--- config.mk ---
export PLATFORM = sky130hd
export DESIGN_NAME = data_serialize_flat
export DESIGN_NICKNAME = d
export VERILOG_FILES = /design/src/rtl/data_serialize_if.sv /design/src/rtl/data_serialize.sv /design/src/flat_wrapper.sv
export SDC_FILE = /design/constraint.sdc
export NUM_CORES = 1
export LEC_CHECK = 0
export ABC_AREA = 1
export ABC_CLOCK_PERIOD_IN_PS = 2200
export BUFFER_PORTS_ARGS = -buffer_cell sky130_fd_sc_hd__buf_2
export CAP_MARGIN = 30
export CORE_MARGIN = 2
export CORE_UTILIZATION = 35
export CTS_BUF_LIST = sky130_fd_sc_hd__clkbuf_4
export CTS_CLUSTER_SIZE = 14
export DETAILED_ROUTE_END_ITERATION = 10
export PLACE_DENSITY_LB_ADDON = 0.15
export SYNTH_ARGS = -nofsm -noshare
export SYNTH_HDL_FRONTEND = slang
export SYNTH_SLANG_ARGS = --single-unit
--- constraint.sdc ---
create_clock -name clk -period 2.2 [get_ports clk]
set_input_delay 0.11 -clock clk [delete_from_list [all_inputs] [get_ports clk]]
set_output_delay 0.11 -clock clk [all_outputs]
set_load 0.01 [all_outputs]
--- src/rtl/data_serialize_if.sv ---
// -----------------------------------------------------------------------------
// data_serialize_if
// Bundles the upstream valid/ready word handshake and the downstream FIFO
// write port of the data_serialize block.
//
// Signals
//   data_in    wide word offered by upstream (sampled only on accept)
//   data_valid upstream word present
//   data_ready serializer can take a word
//   buf_full   downstream FIFO cannot take a symbol this cycle
//   wr_en      write strobe into the FIFO, qualifies data_out
//   data_out   current narrow symbol
//   busy       a word is being serialized
//   done       one-cycle pulse after the last symbol of a word was written
//
// Modports
//   master  the environment: drives the word, valid and FIFO-full status
//   slave   the serializer: drives ready, write strobe, symbol and status
// -----------------------------------------------------------------------------
interface data_serialize_if #(
  parameter int IN_WIDTH  = 252,
  parameter int OUT_WIDTH = 4
);
  logic [IN_WIDTH-1:0]  data_in;
  logic                 data_valid;
  logic                 data_ready;
  logic                 buf_full;
  logic                 wr_en;
  logic [OUT_WIDTH-1:0] data_out;
  logic                 busy;
  logic                 done;

  modport master (
    output data_in,
    output data_valid,
    output buf_full,
    input  data_ready,
    input  wr_en,
    input  data_out,
    input  busy,
    input  done
  );

  modport slave (
    input  data_in,
    input  data_valid,
    input  buf_full,
    output data_ready,
    output wr_en,
    output data_out,
    output busy,
    output done
  );
endinterface

--- src/rtl/data_serialize.sv ---
// -----------------------------------------------------------------------------
// data_serialize
// Unpacks one IN_WIDTH-bit word into IN_WIDTH/OUT_WIDTH symbols of OUT_WIDTH
// bits and writes them, most significant symbol first, into a downstream FIFO.
// This undoes the symbol packer that fills the MSBs of a word with the first
// received symbol, so the original stream order is restored.
//
// Ports
//   clk   single clock, everything changes on its rising edge
//   rst   synchronous active-high reset
//   bus   data_serialize_if.slave:
//           data_in/data_valid/data_ready  upstream word handshake
//           buf_full/wr_en/data_out        downstream FIFO write port
//           busy                           word in flight
//           done                           pulse after the last symbol
//
// IN_WIDTH must be an integer multiple of OUT_WIDTH.
// -----------------------------------------------------------------------------
module data_serialize #(
  parameter int IN_WIDTH  = 252,
  parameter int OUT_WIDTH = 4
) (
  input  logic            clk,
  input  logic            rst,
  data_serialize_if.slave bus
);

  localparam int SYM_NUM = IN_WIDTH / OUT_WIDTH;
  // Keep the counter at least one bit wide even for a single-symbol word.
  localparam int CNT_W = (SYM_NUM > 1) ? $clog2(SYM_NUM) : 1;
  localparam logic [CNT_W-1:0] LAST_CNT = CNT_W'(SYM_NUM - 1);

  typedef enum logic [0:0] {
    ST_IDLE  = 1'b0,
    ST_SHIFT = 1'b1
  } state_t;

  state_t              state_r;
  logic [IN_WIDTH-1:0] shift_reg_r;
  logic [CNT_W-1:0]    sym_cnt_r;
  logic                done_r;

  logic                wr_en_s;
  logic                data_ready_s;
  logic                accept_s;
  logic                last_sym_s;

  // Handshake decode: reset forces both strobes low before the state settles.
  always_comb begin
    wr_en_s      = 1'b0;
    data_ready_s = 1'b0;
    if (rst) begin
      wr_en_s      = 1'b0;
      data_ready_s = 1'b0;
    end else begin
      case (state_r)
        ST_IDLE: begin
          data_ready_s = 1'b1;
          wr_en_s      = 1'b0;
        end
        ST_SHIFT: begin
          data_ready_s = 1'b0;
          wr_en_s      = !bus.buf_full;
        end
        default: begin
          data_ready_s = 1'b0;
          wr_en_s      = 1'b0;
        end
      endcase
    end
  end

  assign accept_s   = data_ready_s & bus.data_valid;
  assign last_sym_s = (sym_cnt_r == LAST_CNT);

  // Serializer FSM: loads a word on accept, shifts one symbol per FIFO write.
  always_ff @(posedge clk) begin
    if (rst) begin
      state_r     <= ST_IDLE;
      shift_reg_r <= {IN_WIDTH{1'b0}};
      sym_cnt_r   <= {CNT_W{1'b0}};
      done_r      <= 1'b0;
    end else begin
      done_r <= 1'b0;
      case (state_r)
        ST_IDLE: begin
          if (accept_s) begin
            shift_reg_r <= bus.data_in;
            sym_cnt_r   <= {CNT_W{1'b0}};
            state_r     <= ST_SHIFT;
          end else begin
            state_r <= ST_IDLE;
          end
        end
        ST_SHIFT: begin
          // A stalled FIFO simply freezes the word; nothing is lost or repeated.
          if (wr_en_s) begin
            // Zero fill leaves data_out at 0 once the word is exhausted.
            shift_reg_r <= shift_reg_r << OUT_WIDTH;
            if (last_sym_s) begin
              sym_cnt_r <= {CNT_W{1'b0}};
              state_r   <= ST_IDLE;
              done_r    <= 1'b1;
            end else begin
              sym_cnt_r <= sym_cnt_r + CNT_W'(1);
              state_r   <= ST_SHIFT;
            end
          end else begin
            state_r <= ST_SHIFT;
          end
        end
        default: begin
          state_r     <= ST_IDLE;
          shift_reg_r <= {IN_WIDTH{1'b0}};
          sym_cnt_r   <= {CNT_W{1'b0}};
        end
      endcase
    end
  end

  assign bus.data_ready = data_ready_s;
  assign bus.wr_en      = wr_en_s;
  assign bus.data_out   = shift_reg_r[IN_WIDTH-1 -: OUT_WIDTH];
  assign bus.busy       = (state_r == ST_SHIFT);
  assign bus.done       = done_r;

endmodule

--- src/flat_wrapper.sv ---
// flat-port wrapper written by rule: the top's interface ports become plain ports
module data_serialize_flat 
#(
  parameter int IN_WIDTH  = 252,
  parameter int OUT_WIDTH = 4
)
  (clk, rst, bus_data_in, bus_data_valid, bus_buf_full, bus_data_ready, bus_wr_en, bus_data_out, bus_busy, bus_done);
  data_serialize_if #(.IN_WIDTH(IN_WIDTH), .OUT_WIDTH(OUT_WIDTH)) bus_i ();
  input  logic clk;
  input  logic rst;
  input wire logic [$bits(bus_i.data_in)-1:0] bus_data_in;
  input wire logic [$bits(bus_i.data_valid)-1:0] bus_data_valid;
  input wire logic [$bits(bus_i.buf_full)-1:0] bus_buf_full;
  output wire logic [$bits(bus_i.data_ready)-1:0] bus_data_ready;
  output wire logic [$bits(bus_i.wr_en)-1:0] bus_wr_en;
  output wire logic [$bits(bus_i.data_out)-1:0] bus_data_out;
  output wire logic [$bits(bus_i.busy)-1:0] bus_busy;
  output wire logic [$bits(bus_i.done)-1:0] bus_done;
  assign bus_i.data_in = bus_data_in;
  assign bus_i.data_valid = bus_data_valid;
  assign bus_i.buf_full = bus_buf_full;
  assign bus_data_ready = bus_i.data_ready;
  assign bus_wr_en = bus_i.wr_en;
  assign bus_data_out = bus_i.data_out;
  assign bus_busy = bus_i.busy;
  assign bus_done = bus_i.done;
  data_serialize #(.IN_WIDTH(IN_WIDTH), .OUT_WIDTH(OUT_WIDTH)) u_core (.clk(clk), .rst(rst), .bus(bus_i));
endmodule
# Word level (Yosys, flattened, before mapping)
# Cells that the tools add are included.
[word_totals] wordCells=30 regBits=260
[classes] reduce_logical=3 muxes=16 eq_ne=3 addsub=1 bitwise_logic=3
[op_table] op="$mux W252" count=2
[op_table] op="$pmux W252 S2" count=1
[op_table] op="$mux W6" count=3
[op_table] op="$pmux W6 S2" count=1
[op_table] op="$add A6 B1 Y6 const B" count=1
[op_table] op="$eq A6 B6 Y1 const B" count=1
[op_table] op="$mux W1" count=6
[op_table] op="$pmux W1 S2" count=3
[op_table] op="$reduce_or A3 Y1" count=1
[op_table] op="$ne A2 B1 Y1 const B" count=1
[op_table] op="$ne A2 B2 Y1 const B" count=1
[op_table] op="$not A1 Y1" count=2
[op_table] op="$reduce_and A2 Y1" count=1
[op_table] op="$and A1 B1 Y1" count=1
[op_table] op="$logic_not A1 Y1" count=1

# Logic depth before layout (Yosys ltp)
[logic_depth] depth_word=6 depth_mapped=9 mapped_depth_nobuf=8

# Worst setup path before layout
# No wires, ideal clock.
[synth_timing] path_kind="reg-to-reg" start="reg u_core.state_r (netlist: u_core.bus.busy)" end="reg u_core.shift_reg_r[2]" slack_ps=805 arrival_time_ps=1278 path_buffers=3 required_time_ps=2083 setup_ps=117 synth_period_minus_slack_ps=1395 path_stages_with_launch=10 path_cell_list="dfxtp_1 buf_6 nor2_4 nand2_1 nand2_4 inv_4 buf_6 buf_4 a21oi_1 nor2_1"
[synth_between] elab_chain_len=6 word_cells_on_any_way=10 classes_between="2 x eq/ne; 5 x mux; 2 x bitwise; 1 x reduce/logical"
[synth_lines] element="start, declared" line="data_serialize.sv:38" rtl="state_t state_r;"
[synth_lines] element="start signal, assigned" line="data_serialize.sv:79" rtl="state_r <= ST_IDLE;"
[synth_lines] element="start signal, assigned" line="data_serialize.sv:90" rtl="state_r <= ST_SHIFT;"
[synth_lines] element="start signal, assigned" line="data_serialize.sv:92" rtl="state_r <= ST_IDLE;"
[synth_lines] element="$not A1 Y1 (no source line)"
[synth_lines] element="$pmux W1 S2 (*)" line="data_serialize.sv:56" rtl="case (state_r)"
[synth_lines] element="$mux W1 (*)" line="data_serialize.sv:52" rtl="if (rst) begin"
[synth_lines] element="net bus_data_ready" line="flat_wrapper.sv:14" rtl="output wire logic [$bits(bus_i.data_ready)-1:0] bus_data_ready;"
[synth_lines] element="$and A1 B1 Y1 (*)" line="data_serialize.sv:73" rtl="assign accept_s = data_ready_s & bus.data_valid;"
[synth_lines] element="$ne A2 B1 Y1 (no source line) (*)"
[synth_lines] element="$reduce_and A2 Y1 (no source line) (*)"
[synth_lines] element="end signal, assigned" line="data_serialize.sv:80" rtl="shift_reg_r <= {IN_WIDTH{1'b0}};"
[synth_lines] element="end signal, assigned" line="data_serialize.sv:88" rtl="shift_reg_r <= bus.data_in;"
[synth_lines] element="end signal, assigned" line="data_serialize.sv:99" rtl="shift_reg_r <= shift_reg_r << OUT_WIDTH;"
[synth_lines] element="end, declared" line="data_serialize.sv:39" rtl="logic [IN_WIDTH-1:0] shift_reg_r;"
# Mark *: on every way through the listed nets, which the timed path passes. The rest lies on a longest branch.
# A chain may end at the register's enable or synchronous reset.

# Worst setup path after layout
[layout_timing] start="reg u_core.state_r (netlist: u_core.bus.busy)" end="out bus_busy"
[layout_lines] element="end, declared" line="flat_wrapper.sv:17" rtl="output wire logic [$bits(bus_i.busy)-1:0] bus_busy;"
# No word-level cell between the ends.

==> impl_results.md <==
- Clk_skew: ~44 ps
- Critical Path Start Type: register
- Seq/Total Area, Yosys: 0.429
- DR iter-0 viols: ~800
- Fmax: 0.515 GHz
- Nature of the critical path endpoint: output port
- Largest net degree at the start of global routing: 257
- Commonest non-fill, non-tap cell in the layout: nand2_1
- Fraction of final layout cells sized beyond drive strength 1: 0.161
- Die X: around 190 microns
- Yosys warnings: 0
- Reg2reg end: u_core.sym_cnt_r[4]$_SDFFE_PP0P_
- First-pass GRT wire length: slightly below 60000 microns
- Flop2flop setup slack: 330 ps
- DRC violations left: 0
- DP Wirelength: 19300 microns
- Crit path kind: reg -> out
- Tmin final: 1940 ps
- DRT Pass-1 Iters: 5
- Required time worst endpoint: roughly 2100 ps
- Fin util: 0.499
- Top Family by Delay on Critical Path: buffers and inverters
- Max-cap violations: 0
- Vias per cell: 4.55
- CP max stage delay: a little over 500 ps
- H-Tree Depth: 3
- #FFs+latches synth: between 200 and 300
- Slew Limit Headroom: 0.289
- Hold_sp: bus_data_in[1]
- All-layer global routing usage: 0.196
- Placed instance area: 13600 sq um
- Final setup vio count: 0
- Number of port buffers: between 200 and 300
- Total power draw: 12400 uW
- Pleak: 0.00879 uW
- Die area: 36200 sq um
- CTS Buf Count: 75
- CTS Buffer Depth: 3
- Power per cell area: 722 nW/um^2
- Hold Crit Class: in -> reg
- Unrepaired setup endpoints after global routing: false
- Setup TNS: 0 ps
- Remaining Overflow, GRT: 0
- CTS sink count: 260
- Status: finished clean
- Buffers and inverters on the worst path: 2
- Worst Path Max Fanout: 77
- Worst path cell trace: buf_6 -> buf_2
- Design area: 17100 sq um
- Hold EP: u_core.shift_reg_r[1]$_SDFFE_PP0P_
- Routed wire length: 36800 microns
- Clock root buffer master: clkbuf_4
- Post-synthesis cell count: about 2000
- Worst Hold Depth: 4
- Num rows: between 60 and 70
- Fin nets: 2692
- Worst-Margin Slew: 1070 ps
- Initial core utilization: 0.353
- Final Cycle Share: 0.882
- Slowest cell on the critical path: buf_6
- Avg Cell Area, Syn: 6.18 sq um
- Initial antenna violation count: 2
- Post-synthesis cell area: 12100 sq um
- Post-route ant nets: 0
- Vias in the first global route: 12691
- Area delta synth->final: 41.2%
- Final hold violations: 0
- Top-Level Pins: 264
- CP Launch Point: u_core.bus.busy$_SDFF_PP0_
- Cells on worst reg2reg path: 7
- Die height: 190 microns
- Syn nets: 2223
- Finished Layout Cells: 2942
- Most frequent cells in the layout: 766 x nand2_1, 507 x nor2_1, 263 x buf_2
- Netlist cell types: 20
- CTS tree: yes
- Detailed-route via count: 13390
- Setup Buffers After CTS: 0
- Clk slew on worst S/H paths: 70 ps
- Final Max Slew Viols: 0
- Worst-skew pair later-pin latency: 650 ps
- CORE AREA: approximately 34000 sq um
- WP data arrival: ~1800 ps
- Worst vdd ir: 0.431 mV
- Routed wire length per instance: 12.5 microns
- Routability congestion estimate: 0.763
- Inst Count DP: 2556
- Critical R2R Launch: u_core.bus.busy$_SDFF_PP0_
registers in the layout, indices dropped and copies added (netlist names):
| signal | flops |
|---|---|
| u_core.sym_cnt_r | 6 |
| u_core.bus.busy | 1 |
| u_core.bus.done | 1 |
| u_core.shift_reg_r | 252 |
worst max-delay path by stage:
stage	endpoint	depth (start not counted)	slack (ps)
after CTS	bus_busy	2	160
after global routing	bus_busy	2	120
after detailed placement	u_core.sym_cnt_r[3]$_SDFFE_PP0P_	5	530
after global placement	u_core.sym_cnt_r[3]$_SDFFE_PP0P_	5	540
final	bus_busy	2	260
after floorplan	u_core.shift_reg_r[2]$_SDFFE_PP0P_	9	800
power breakdown:
part | total [uW] | internal, uW | leakage, uW | switching, uW
Sequential | 5390 | 5170 | 0.00214 | 212
Combinational | 2440 | 1020 | 0.00608 | 1420
Clock | 4550 | 2520 | 0.000569 | 2030
what timing repair did:
action,CTS,global route
gates resized for setup,1,0
endpoints found under the hold margin,257,0
hold buffers,256,0
setup endpoints to repair,1,0
Yosys cell counts:
cell type	n	area [sq um]
buf_6	4	45.0
nor2_1	507	1900
buf_4	11	82.6
nand2_1	766	2880
nand3b_1	1	7.51
inv_2	2	7.51
a21oi_1	7	35.0
nor2_4	1	11.3
dfxtp_1	260	5200
o21ai_0	255	1280
inv_4	1	6.26
buf_2	68	340
clkbuf_1	59	221
nand3_1	5	25.0
nand2_4	1	11.3
inv_1	12	45.0
ha_1	2	25.0
buf_1	1	3.75
nor3_1	1	5.00
nand3_2	1	10.0
cells by family after synthesis:
group	after synthesis	share of synthesized area
flip-flops	260	0.429
adder cells (fa/ha/maj)	2	0.00206
AND/OR/NAND/NOR	1283	0.399
AO/OA/AOI/OAI	262	0.108
buffers and inverters	158	0.0619
cell type report:
cell class,instances,area [sq um]
Fill cell,3521,17200
Timing Repair Buffer,535,4140
Clock inverter,19,130
Multi-Input combinational cell,1547,6190
Sequential cell,260,5210
Clock buffer,110,826
Inverter,15,76.3
Antenna cell,1,2.50
Tap cell,455,569
metrics by stage:
step                setup slack, ps  hold slack [ps]
floorplan                       805              179
global placement                540              345
detailed placement              530              348
CTS                             157              145
global route                    121              209
finish                          260              228
worst min-delay path, delay by kind of cell:
family	cells	cell delay [ps]
AOI/OAI and AO/OA	1	50
buffers and inverters	2	610
and+or+nand+nor	1	70
metal layers:
layer / routed length, microns / share of wire / up-vias / global-route usage
met5: 13 / 0.00035 / - / 0
met4: 798 / 0.022 / 2 / 0.0739
met3: 2050 / 0.056 / 69 / 0.0396
met2: 17000 / 0.46 / 334 / 0.321
met1: 16900 / 0.46 / 5950 / 0.254
li1: - / - / 7035 / -
(Power assumes the default switching activity.)
